**src/rtl/aurora_framer_pkg.sv**
```systemverilog
// rtl/aurora_framer_pkg.sv - shared constants, state type and keep helper for the Aurora TX framer
package aurora_framer_pkg;

  localparam logic [15:0] HDR_MAGIC        = 16'hA55A;
  localparam int          HDR_MAGIC_LSB    = 112;
  localparam int          HDR_SEQ_LSB      = 96;
  localparam int          HDR_LEN_LSB      = 80;
  localparam int          SAMPLES_PER_BEAT = 4;

  typedef enum logic [1:0] {
    IDLE,
    HDR,
    PAYLOAD
  } framer_state_t;

  // Byte enables for a beat carrying 'count' 32-bit samples packed from the LSB.
  function automatic logic [15:0] keep_from_count(input logic [2:0] count);
    logic [15:0] keep;
    case (count)
      3'd1:    keep = 16'h000F;
      3'd2:    keep = 16'h00FF;
      3'd3:    keep = 16'h0FFF;
      3'd4:    keep = 16'hFFFF;
      default: keep = 16'h0000;
    endcase
    return keep;
  endfunction

endpackage

```
**src/rtl/aurora_tx_framer_stats.sv**
```systemverilog
// rtl/aurora_tx_framer_stats.sv - saturating frame/beat/stall counters on the framer TX port
module aurora_tx_framer_stats (
  input  logic        user_clk,
  input  logic        rst_n,
  input  logic        tx_tvalid,
  input  logic        tx_tready,
  input  logic        tx_tlast,
  output logic [31:0] stat_frames,
  output logic [31:0] stat_beats,
  output logic [31:0] stat_stalls
);

  logic handshake;

  assign handshake = tx_tvalid && tx_tready;

  // Count handshakes, final beats and stalled cycles, holding at all-ones.
  always_ff @(posedge user_clk) begin
    if (!rst_n) begin
      stat_frames <= '0;
      stat_beats  <= '0;
      stat_stalls <= '0;
    end else begin
      if (handshake && !(&stat_beats)) begin
        stat_beats <= stat_beats + 32'd1;
      end
      if (handshake && tx_tlast && !(&stat_frames)) begin
        stat_frames <= stat_frames + 32'd1;
      end
      if (tx_tvalid && !tx_tready && !(&stat_stalls)) begin
        stat_stalls <= stat_stalls + 32'd1;
      end
    end
  end

endmodule

```
**src/rtl/aurora_tx_framer.sv**
```systemverilog
// rtl/aurora_tx_framer.sv - header + 4-samples-per-beat payload framer for the Aurora 64b66b TX port (option: AURORA_TX_FRAMER_STATS_EN)
module aurora_tx_framer
  import aurora_framer_pkg::*;
#(
  parameter int LEN_W = 16,
  parameter int SEQ_W = 16
) (
  input  logic             user_clk,
  input  logic             rst_n,
  input  logic             channel_up,
  input  logic [LEN_W-1:0] frame_len,
  input  logic [31:0]      s_tdata,
  input  logic             s_tvalid,
  output logic             s_tready,
  output logic [127:0]     tx_tdata,
  output logic [15:0]      tx_tkeep,
  output logic             tx_tvalid,
  output logic             tx_tlast,
  input  logic             tx_tready,
  output logic             busy
`ifdef AURORA_TX_FRAMER_STATS_EN
  ,
  output logic [31:0]      stat_frames,
  output logic [31:0]      stat_beats,
  output logic [31:0]      stat_stalls
`endif
);

  framer_state_t   state;
  framer_state_t   state_nxt;
  logic [LEN_W-1:0] len_q;
  logic [LEN_W-1:0] remaining;
  logic [SEQ_W-1:0] seq;
  logic [1:0]       lane;
  logic [2:0][31:0] acc;
  logic [127:0]     merged;
  logic [127:0]     hdr_beat;
  logic             out_free;
  logic             start;
  logic             accept;
  logic             last_sample;
  logic             closing;

  // The output register can take a new beat when it is empty or draining this cycle.
  assign out_free    = !tx_tvalid || tx_tready;
  assign start       = channel_up && s_tvalid && out_free;
  assign accept      = s_tvalid && s_tready;
  assign last_sample = (remaining == LEN_W'(1));
  assign closing     = (lane == 2'(SAMPLES_PER_BEAT - 1)) || last_sample;

  // State register.
  always_ff @(posedge user_clk) begin
    if (!rst_n) begin
      state <= IDLE;
    end else begin
      state <= state_nxt;
    end
  end

  // Next-state: a frame only starts with the link up and an output slot free.
  always_comb begin
    state_nxt = state;
    case (state)
      IDLE:    if (start) state_nxt = HDR;
      HDR:     state_nxt = (len_q == '0) ? IDLE : PAYLOAD;
      PAYLOAD: if (accept && last_sample) state_nxt = IDLE;
      default: state_nxt = IDLE;
    endcase
  end

  // Outputs: the beat-closing sample is only taken when the output register can accept it.
  always_comb begin
    busy     = (state != IDLE);
    s_tready = 1'b0;
    if (state == PAYLOAD) begin
      s_tready = ((lane != 2'(SAMPLES_PER_BEAT - 1)) && !last_sample) || out_free;
    end
  end

  // Header beat: magic, sequence number and length, rest zero.
  always_comb begin
    hdr_beat = '0;
    hdr_beat[HDR_MAGIC_LSB +: 16] = HDR_MAGIC;
    hdr_beat[HDR_SEQ_LSB   +: 16] = 16'(seq);
    hdr_beat[HDR_LEN_LSB   +: 16] = 16'(len_q);
  end

  // Closing beat: held samples below the current lane, incoming sample in it, zeros above.
  always_comb begin
    merged          = '0;
    merged[31:0]    = (lane == 2'd0) ? s_tdata : acc[0];
    merged[63:32]   = (lane == 2'd1) ? s_tdata : ((lane > 2'd1) ? acc[1] : 32'd0);
    merged[95:64]   = (lane == 2'd2) ? s_tdata : ((lane > 2'd2) ? acc[2] : 32'd0);
    merged[127:96]  = (lane == 2'd3) ? s_tdata : 32'd0;
  end

  // Datapath: length latch, sample accumulation, output beat register and sequence counter.
  always_ff @(posedge user_clk) begin
    if (!rst_n) begin
      len_q     <= '0;
      remaining <= '0;
      seq       <= '0;
      lane      <= '0;
      acc       <= '0;
      tx_tdata  <= '0;
      tx_tkeep  <= '0;
      tx_tvalid <= 1'b0;
      tx_tlast  <= 1'b0;
    end else begin
      if (tx_tvalid && tx_tready) begin
        tx_tvalid <= 1'b0;
      end
      case (state)
        IDLE: begin
          if (start) begin
            len_q <= frame_len;
          end
        end
        HDR: begin
          // Entry into HDR required a free slot, so the register is empty here.
          tx_tdata  <= hdr_beat;
          tx_tkeep  <= 16'hFFFF;
          tx_tlast  <= (len_q == '0);
          tx_tvalid <= 1'b1;
          seq       <= seq + SEQ_W'(1);
          remaining <= len_q;
          lane      <= '0;
        end
        PAYLOAD: begin
          if (accept) begin
            remaining <= remaining - LEN_W'(1);
            if (closing) begin
              tx_tdata  <= merged;
              tx_tkeep  <= keep_from_count({1'b0, lane} + 3'd1);
              tx_tlast  <= last_sample;
              tx_tvalid <= 1'b1;
              lane      <= '0;
            end else begin
              case (lane)
                2'd0:    acc[0] <= s_tdata;
                2'd1:    acc[1] <= s_tdata;
                default: acc[2] <= s_tdata;
              endcase
              lane <= lane + 2'd1;
            end
          end
        end
        default: ;
      endcase
    end
  end

`ifdef AURORA_TX_FRAMER_STATS_EN
  aurora_tx_framer_stats u_stats (
    .user_clk    (user_clk),
    .rst_n       (rst_n),
    .tx_tvalid   (tx_tvalid),
    .tx_tready   (tx_tready),
    .tx_tlast    (tx_tlast),
    .stat_frames (stat_frames),
    .stat_beats  (stat_beats),
    .stat_stalls (stat_stalls)
  );
`endif

endmodule
```
**config.mk**
```make
export PLATFORM = sky130hd
export DESIGN_NAME = aurora_tx_framer
export DESIGN_NICKNAME = d
export VERILOG_FILES = /design/src/rtl/aurora_framer_pkg.sv /design/src/rtl/aurora_tx_framer_stats.sv /design/src/rtl/aurora_tx_framer.sv
export SDC_FILE = /design/constraint.sdc
export NUM_CORES = 1
export LEC_CHECK = 0
export ABC_AREA = 1
export ABC_CLOCK_PERIOD_IN_PS = 3100
export CAP_MARGIN = 20
export CORE_MARGIN = 1.5
export CORE_UTILIZATION = 45
export CTS_CLUSTER_SIZE = 28
export DETAILED_ROUTE_END_ITERATION = 6
export PLACE_DENSITY = 0.79
export SLEW_MARGIN = 20
export SYNTH_ARGS = -nofsm -noshare
export SYNTH_HDL_FRONTEND = slang
export SYNTH_SLANG_ARGS = --single-unit
```
**constraint.sdc**
```tcl
create_clock -name user_clk -period 3.1 [get_ports user_clk]
set_input_delay 0.465 -clock user_clk [delete_from_list [all_inputs] [get_ports user_clk]]
set_output_delay 0.465 -clock user_clk [all_outputs]
set_load 0.01 [all_outputs]
```
==> impl_results.md <==
- Worst path required time: 2630 ps
- CTS Buf Count: 29
- Avg Cell Area, Syn: ~7 um2
- Largest family of logic cells by synthesized area: simple AND/OR/NAND/NOR gates
- Io pins: approximately 200
- Seq/Total Area, Yosys: 0.457
- Clock Root Buffer: clkbuf_16
- Clock buffer depth: 3
- RR Startpoint: lane[1]
- Met1 Use GR: 0.351
- P_leak: between 0.005 and 0.006 uW
- Cell mode on critical path: nand2_1
- Simple-Gate Fraction of Synth Area: 0.223
- Die Height: around 170 um
- Hpwl dp: about 24000 um
- Antenna violations before repair: 0
- Worst setup path class: reg2out
- Layout cell share with drive strength beyond 1: 0.0456
- GRT Max-Usage Layer: met2
- Post-cts resize count: 0
- Largest delay contributor family on the critical path: buffers and inverters
- Final #Nets: approximately 1900
- Crit path cell chain: inv_1 -> ha_1 -> nand2_1 -> nor2_1 -> nand2_1 -> nand2_2 -> a21oi_1 -> clkdlybuf4s50_1
- Crit-path max cell delay: ~570 ps
- Most frequent cells in the layout: nand2_1 (368), dfxtp_1 (282), nor2_1 (259)
- Fin. max-slew vios: 0
- Post-synthesis register bit count: approximately 280
- Number of antenna cells inserted: 0
- Critical path startpoint category: flip-flop
- Hold_buf cts: 0
- PwrDens: around 860 mW/mm2
- Yosys Warn Count: 0
- Setup TNS: 0 ps
- Grt met3 use: 0.0442
- Synth Area in Adders: 0.0111
- Setup crit end kind: output pin
- Critical path buffers and inverters: 2
- Drt pass-1 iters: 6
- H-tree levels: 1
- Filler instances: 2451
- CORE AREA: 0.0270 mm2
- TritonCTS clock tree: yes
- GRT Total Usage: 0.242
- Hold Fails Final Rpt: 0
- Largest net degree at the start of global routing: between 90 and 100
- Clock Latency Late Sink: about 550 ps
- Syn Std Cell Area: 0.0124 mm2
- Final ANT Viol Nets: 0
- Worst-Margin Slew: about 760 ps
- Placer Congestion: approximately 0.87
- Number of port buffers: 200
- RSZ-0062 raised after global routing: false
- DRC viols: 0
- Synth-to-Final Area Change: 23.7%
- CP Max Fanout: 4
- Crit-path slowest cell: clkdlybuf4s50_1
- Clock sinks: roughly 280
- Critical Path AT: 2270 ps
- Final setup fails: 0
- Die area: around 0.028 mm2
- Outcome: finished clean
- Grt ovf: 0
- Placed Area: between 0.01 and 0.015 mm2
- Multi-input gate area: between 0.005 and 0.006 mm2
- Initial Util: 0.458
- Wirelength per Cell: 15.9 um
- Vias: 11900
- Critical path launch point: remaining[1]
- Row cnt: 60
- Worst-case vdd ir drop: roughly 510 uV
- DRT iter0 DRCs: 959
- Most common cell after layout, fill and taps aside: nand2_1
- Synth Instances: between 1500 and 2000
- Fmax: ~370 MHz
- WHS: ~410 ps
- Routed wire length: about 35000 um
- Max Cap Violations: 0
- Syn Nets: 1810
- Synth Area in Compound Gates: 0.208
- Post-synthesis xor/xnor area fraction: 0.00851
- Clock-pin slew on the worst setup and hold paths: ~60 ps
- Final period utilization: 0.882
- First-pass GRT wire length: roughly 56000 um
- Setup bufs post-CTS: 0
- Die Wd: between 150 and 200 um
- Number of global-route vias before repair: approximately 11000
- Clock Skew: 24.4 ps
- Post-synthesis mux area share: 0
- Worst hold start: rst_n
- Hold WC Path Type: in2reg
- Yosys cell types: 34
- Post-layout min period: roughly 2700 ps
- Register area: 0.00565 mm2
- Final instance area: ~0.015 mm2
- Relative slew slack: 0.496
- Vias/cell: ~5.4
- GRT met2 Usage: 0.371
- Total Power: ~13000 uW
## synthesized netlist by cell type
cell / n / area share
nand2_1: 368 / 0.11
dfxtp_1: 282 / 0.46
nor2_1: 260 / 0.079
o21ai_0: 219 / 0.089
a21oi_1: 195 / 0.079
inv_1: 128 / 0.039
clkbuf_1: 68 / 0.021
buf_2: 35 / 0.014
a211oi_1: 32 / 0.019
nand3_1: 32 / 0.013
buf_4: 19 / 0.012
o22ai_1: 19 / 0.0096
o211ai_1: 16 / 0.0097
ha_1: 11 / 0.011
nor3_1: 11 / 0.0045
xor2_1: 11 / 0.0078
buf_1: 6 / 0.0018
nor4_1: 5 / 0.0025
buf_6: 4 / 0.0036
nand3b_1: 4 / 0.0024
nand4_1: 4 / 0.0020
inv_2: 2 / 0.00061
nand2_2: 2 / 0.0010
nor2_2: 2 / 0.0010
o21a_1: 2 / 0.0012
a31oi_1: 1 / 0.00051
clkbuf_2: 1 / 0.00040
clkinv_1: 1 / 0.00030
nand2_4: 1 / 0.00091
nand4_2: 1 / 0.0010
nand4_4: 1 / 0.0017
nor2_4: 1 / 0.00091
nor3_4: 1 / 0.0013
xnor2_1: 1 / 0.00071
## kinds of logic (layout without fill, tap and decap cells)
| logic type | after synthesis | in the layout |
|---|---|---|
| fa+ha+maj | 11 | 11 |
| compound gates | 484 | 484 |
| buf+inv | 264 | 404 |
| flops | 282 | 282 |
| simple gates | 693 | 693 |
| xor+xnor | 12 | 12 |
## stage by stage
step,worst slack [ps],std cells,util
floorplan,1280,1746,-
global placement,590,2178,0.533
detailed placement,562,2178,0.533
CTS,357,2227,0.567
global route,275,2227,0.567
finish,367,2227,0.567
## layer usage
metal  part of all wire  wire length [um]  vias up
met1               0.45             15900     5488
met3              0.094              3310       61
met4              0.021               740        0
met5                  0                 0        -
met2               0.43             15300      482
li1                   -                 -     5909
## layout make-up
| class | instances | area share |
|---|---|---|
| multi-input cells | 1200 | 0.365 |
| clock buffers | 41 | 0.0557 |
| repair buffers | 224 | 0.145 |
| flip-flops and latches | 282 | 0.369 |
| clock inverters | 8 | 0.00467 |
| inverters | 131 | 0.0323 |
| well taps | 341 | 0.0279 |
## power by group
part           internal (uW)  switching [uW]
registers               4270             442
logic                   1890            3230
clock network           1970            1420
## flip-flops by register name, indices dropped and copies added (netlist names)
register	flops
state	2
remaining	16
tx_tkeep	4
tx_tdata	128
len_q	16
tx_tlast	1
lane	2
tx_tvalid	1
seq	16
acc	96
## worst paths after layout
| check | to | slack (ps) | depth (start not counted) |
|---|---|---|---|
| worst max-delay path | s_tready | 370 | 8 |
| worst min-delay path | acc[83] | 410 | 3 |
| worst min register to register | acc[20] | 450 | 2 |
| worst max register to register | tx_tdata[79] | 610 | 8 |
## worst reg2reg max path, stage by stage, from the launching register on
cell and delay (ps):
dfxtp_1 570, ha_2 280, inv_1 90, nand2_2 140
nand4_4 250, nand2_4 340, buf_4 440, o21ai_0 170
a21oi_1 140
No activity file was read; power rests on OpenSTA's default activity.
